## src/rtl/calendar_date.sv

```systemverilog
// BCD year/month/day keeper: advances on the midnight carry, user-steppable via edge-detected set strobes.
// Data is registered and updates on the same edge an event is sampled (latency 1).
module calendar_date #(
  parameter logic [15:0] INIT_YEAR  = 16'h2000,
  parameter logic [7:0]  INIT_MONTH = 8'h01,
  parameter logic [7:0]  INIT_DAY   = 8'h01
) (
  input  logic        Clk,
  input  logic        Reset_n,
  input  logic [2:0]  cnt_inc,
  input  logic        full_flag,
  output logic [31:0] Data
);

  logic [2:0]  cnt_inc_d;
  logic [2:0]  edges;
  logic [15:0] year, year_inc, next_year;
  logic [7:0]  month, day, next_month, next_day, cur_dim;

  assign year  = Data[31:16];
  assign month = Data[15:8];
  assign day   = Data[7:0];
  assign edges = cnt_inc & ~cnt_inc_d;

  function automatic logic [7:0] bcd2_inc(input logic [7:0] v);
    if (v[3:0] == 4'd9) return {v[7:4] + 4'd1, 4'd0};
    else                return {v[7:4], v[3:0] + 4'd1};
  endfunction

  function automatic logic [15:0] bcd4_inc(input logic [15:0] v);
    logic [15:0] r;
    logic        carry;
    r     = v;
    carry = 1'b1;
    for (int i = 0; i < 4; i++) begin
      if (carry) begin
        if (r[4*i +: 4] == 4'd9) begin
          r[4*i +: 4] = 4'd0;
        end else begin
          r[4*i +: 4] = r[4*i +: 4] + 4'd1;
          carry       = 1'b0;
        end
      end
    end
    return r;
  endfunction

  function automatic logic [6:0] bcd2_bin(input logic [7:0] v);
    return ({3'd0, v[7:4]} * 7'd10) + {3'd0, v[3:0]};
  endfunction

  // Divisibility by 4 only needs the low two binary bits of each two-digit half.
  function automatic logic is_leap(input logic [15:0] y);
    logic [6:0] lo, hi;
    lo = bcd2_bin(y[7:0]);
    hi = bcd2_bin(y[15:8]);
    return ((lo[1:0] == 2'd0) && (lo != 7'd0)) || ((lo == 7'd0) && (hi[1:0] == 2'd0));
  endfunction

  function automatic logic [7:0] days_in_month(input logic [7:0] m, input logic leap);
    case (m)
      8'h02:                     return leap ? 8'h29 : 8'h28;
      8'h04, 8'h06, 8'h09, 8'h11: return 8'h30;
      default:                   return 8'h31;
    endcase
  endfunction

  // BCD ordering matches numeric ordering, so a plain compare clamps correctly.
  function automatic logic [7:0] clamp_day(input logic [7:0] d, input logic [7:0] lim);
    return (d > lim) ? lim : d;
  endfunction

  always_comb begin
    next_year  = year;
    next_month = month;
    next_day   = day;
    year_inc   = bcd4_inc(year);
    cur_dim    = days_in_month(month, is_leap(year));
    if (full_flag) begin
      if (day == cur_dim) begin
        next_day = 8'h01;
        if (month == 8'h12) begin
          next_month = 8'h01;
          next_year  = year_inc;
        end else begin
          next_month = bcd2_inc(month);
        end
      end else begin
        next_day = bcd2_inc(day);
      end
    end else if (edges[0]) begin
      next_day = (day == cur_dim) ? 8'h01 : bcd2_inc(day);
    end else if (edges[1]) begin
      next_month = (month == 8'h12) ? 8'h01 : bcd2_inc(month);
      next_day   = clamp_day(day, days_in_month(next_month, is_leap(year)));
    end else if (edges[2]) begin
      next_year = year_inc;
      next_day  = clamp_day(day, days_in_month(month, is_leap(year_inc)));
    end
  end

  always_ff @(posedge Clk) begin
    if (Reset_n) begin
      Data      <= {INIT_YEAR, INIT_MONTH, INIT_DAY};
      cnt_inc_d <= 3'b000;
    end else begin
      Data      <= {next_year, next_month, next_day};
      cnt_inc_d <= cnt_inc;
    end
  end

endmodule

```

## config.mk

```make
export PLATFORM = sky130hd
export DESIGN_NAME = calendar_date
export DESIGN_NICKNAME = d
export VERILOG_FILES = /design/src/rtl/calendar_date.sv
export SDC_FILE = /design/constraint.sdc
export NUM_CORES = 1
export LEC_CHECK = 0
export CAP_MARGIN = 5
export CELL_PAD_IN_SITES_DETAIL_PLACEMENT = 1
export CELL_PAD_IN_SITES_GLOBAL_PLACEMENT = 1
export CORE_MARGIN = 10
export CORE_UTILIZATION = 30
export DETAILED_ROUTE_END_ITERATION = 16
export PLACE_DENSITY_LB_ADDON = 0.2
export SETUP_SLACK_MARGIN = 0.15
export SYNTH_ARGS = -nofsm -noshare
export SYNTH_HDL_FRONTEND = slang
export SYNTH_SLANG_ARGS = --single-unit
```

## constraint.sdc

```tcl
create_clock -name Clk -period 4.2 [get_ports Clk]
set_input_delay 0.84 -clock Clk [delete_from_list [all_inputs] [get_ports Clk]]
set_output_delay 0.84 -clock Clk [all_outputs]
set_load 0.01 [all_outputs]
```

==> flow_summary.json <==
{
  "syn_area_um2": 2800,
  "numPortBuffers": 37,
  "ys_ff_latch": 35,
  "cp.required_ns": 4.39,
  "first_iter_violations": 102,
  "synth_ff_type": "dfxtp_1",
  "cp-end-kind": "flip-flop",
  "critPathLaunchType": "flip-flop",
  "synth_cells": 355,
  "fin_crit_sh": 1.03,
  "cp.arrival_ns": 4.50,
  "ant_nets": 0,
  "path_delay_family": "compound AO/OA/AOI/OAI gates",
  "cp_num_buf_inv": 0,
  "hold_buffers": 0,
  "final_util": 0.389,
  "cellLeakagePower_nw": 1.44,
  "holdCritPathClass": "flip-flop to flip-flop",
  "worst-path-stages": 20,
  "grt_pass1_vias": 2899,
  "clk_pin_slew_worst_paths_ns": 0.08,
  "fin_crit_ns": 4.31,
  "worstHoldPathCells": 2,
  "setup_viol": 6,
  "status": "complete, but fails checks",
  "tightest_slew_ns": 0.807,
  "dpl.hpwl_um": 6510,
  "die_w_um": 117,
  "drc": 0,
  "grt_usage": 0.130,
  "area_delta_synth_final_pct": 27.0,
  "dr.pass1.iters": 4,
  "ff2ff_path_depth": 20,
  "htree_levels": 2,
  "dieArea_um2": 13600,
  "critPathKind": "flip-flop to flip-flop",
  "synth_edf_count": 0,
  "power_density_nw_per_um2": 218,
  "globalplace.congestion": 0.839,
  "hold_viol": 0,
  "viasPerCell": 5.35,
  "cts_tree": "done",
  "rrSetupSlack_ns": -0.11,
  "synth-async-reset-ratio": 0,
  "cpMostUsedCell": "nand2_2",
  "drv_slew": 0,
  "die_h_um": 117,
  "routed_wl_um": 8550,
  "max_cap_violations": 0,
  "initial_core_util": 0.306,
  "final_cell_mix": "37 x clkdlybuf4s50_1, 33 x nor2_1, 29 x dfxtp_1, 23 x nand2_1",
  "worstPathCellList": "and4bb_2 -> nand2_2 -> a21o_1 -> a22o_1 -> ha_1 -> ha_2 -> fa_1 -> nand2_2 -> nor2_2 -> xor2_1 -> xnor2_1 -> a221oi_2 -> ha_2 -> a21boi_1 -> o21a_1 -> o31ai_2 -> a221oi_2 -> nor2_2 -> nand2_2 -> o211a_1",
  "slowest_stage": "fa_1",
  "fin_nets": 438,
  "max_freq_mhz": 232,
  "violations": "setup timing",
  "grt_antenna_before_repair": 0,
  "pin_count": 38,
  "cts_buffer_depth": 2,
  "vias": 2761,
  "slew_headroom": 0.460,
  "numCtsBuffers": 5,
  "core_area_um2": 9150,
  "path_max_fanout": 5,
  "grt_setup_unrepaired": "yes",
  "total_power_w": 0.000775,
  "grt-ovfl-total": 0,
  "numClockSinks": 35,
  "synth_nets": 389,
  "rows": 35,
  "drive_gt1_frac": 0.143,
  "ys_seq_area_frac": 0.250,
  "fin_ws_ns": -0.107,
  "ys_warn_count": 0,
  "clock_latency_ns": 0.29,
  "grt_pass1_wl_um": 14400,
  "synth.distinct_cells": 61,
  "diodes": 0,
  "fin_skew_ns": 0.00576,
  "synth.avg_cell_area_um2": 7.90,
  "grt_max_degree": 34,
  "routedWlPerCell_um": 16.6,
  "cts_root_buffer": "clkbuf_8",
  "peakVddDrop_v": 0.000118,
  "final_common_cell": "clkdlybuf4s50_1",
  "cp_slowest_stage_delay_ns": 0.53
}
-- path summary, 6_finish.rpt --
path | startpoint | to
setup / recovery | Data[17]$_SDFFE_PP0P_ | Data[0]$_SDFFE_PP1P_
hold / removal | Data[29]$_SDFFE_PP1P_ | Data[31]$_SDFFE_PP0P_
setup reg to reg | Data[17]$_SDFFE_PP0P_ | Data[0]$_SDFFE_PP1P_
hold reg to reg | Data[29]$_SDFFE_PP1P_ | Data[31]$_SDFFE_PP0P_
-- Yosys cell counts (8+ instances only) --
master	instances	share of area
xnor2_1	9	0.028
nor3_1	8	0.014
dfxtp_1	35	0.25
nor2_1	35	0.047
clkbuf_1	12	0.016
nand3_1	14	0.025
inv_1	21	0.028
xor2_1	9	0.028
nand4_1	8	0.018
o21ai_0	21	0.037
or3_1	9	0.020
a21oi_1	18	0.032
nor2b_1	13	0.029
nand2_1	26	0.035
ha_1	24	0.11
-- cells by family (layout without fill, tap and decap cells) --
logic type      after synthesis  count (layout)  synth area share
buf+inv                      38              88            0.0549
flops                        35              35             0.250
compound gates               89              89             0.216
fa+ha+maj                    28              28             0.136
mux                           7               7            0.0268
xor+xnor                     18              18            0.0562
simple gates                140             140             0.260
-- area by class of cell --
class | instances | area [um^2]
Sequential cell | 35 | 708
Multi-Input combinational cell | 282 | 2020
Inverter | 21 | 78.8
Clock inverter | 1 | 5.00
Fill cell | 1116 | 5590
Tap cell | 111 | 139
Timing Repair Buffer | 59 | 536
Clock buffer | 7 | 76.3
-- flip-flops by register name (all words and copies together) (netlist names) --
name,cells
cnt_inc_d,3
Data,32
-- power breakdown --
group	total (W)	switching, W	internal, W
registers	0.000367	0.0000226	0.000344
logic	0.000158	0.0000857	0.0000723
clock network	0.000250	0.000134	0.000117
total	0.000775	0.000242	0.000533
-- worst reg2reg max path: stages, from the launching register on --
cell      delay (ns)
dfxtp_2         0.33
and4bb_2        0.31
nand2_2         0.08
a21o_1          0.16
a22o_1          0.22
ha_1            0.28
ha_2            0.18
fa_1            0.53
nand2_2         0.09
nor2_2          0.09
xor2_1          0.18
xnor2_1         0.10
a221oi_2        0.28
ha_2            0.21
a21boi_1        0.05
o21a_1          0.21
o31ai_2         0.22
a221oi_2        0.12
nor2_2          0.22
nand2_2         0.12
o211a_1         0.22
-- layer usage --
layer / up-vias / track usage / routed length [um]
li1: 1375 / - / -
met1: 1346 / 0.153 / 3980
met2: 29 / 0.230 / 4170
met3: 11 / 0.0303 / 282
met4: 0 / 0.0329 / 114
met5: - / 0 / 0
-- per-stage QoR --
| step | cells | cell area [um^2] | TNS, ns | setup slack, ns | hold slack (ns) |
|---|---|---|---|---|---|
| 3_5_place_dp | 506 | 3430 | -0.286 | -0.127 | 0.534 |
| 3_3_place_gp | 506 | 3430 | 0 | 0.00907 | 0.516 |
| 6_report | 516 | 3560 | -0.214 | -0.107 | 0.539 |
| 4_1_cts | 515 | 3540 | -0.294 | -0.114 | 0.546 |
| 5_1_grt | 516 | 3560 | -2.34 | -0.385 | 0.557 |
| 2_1_floorplan | 355 | 2850 | -0.0167 | -0.0167 | 0.516 |
-- timing repair --
| action | 4_1_cts | 5_1_grt |
|---|---|---|
| endpoints found under the setup margin | 7 | 8 |
| hold endpoints to repair | 0 | 0 |
| pin swaps | 6 | 2 |
| gates resized for setup | 7 | 5 |
| setup buffers | 1 | 1 |
(Power assumes the default switching activity.)
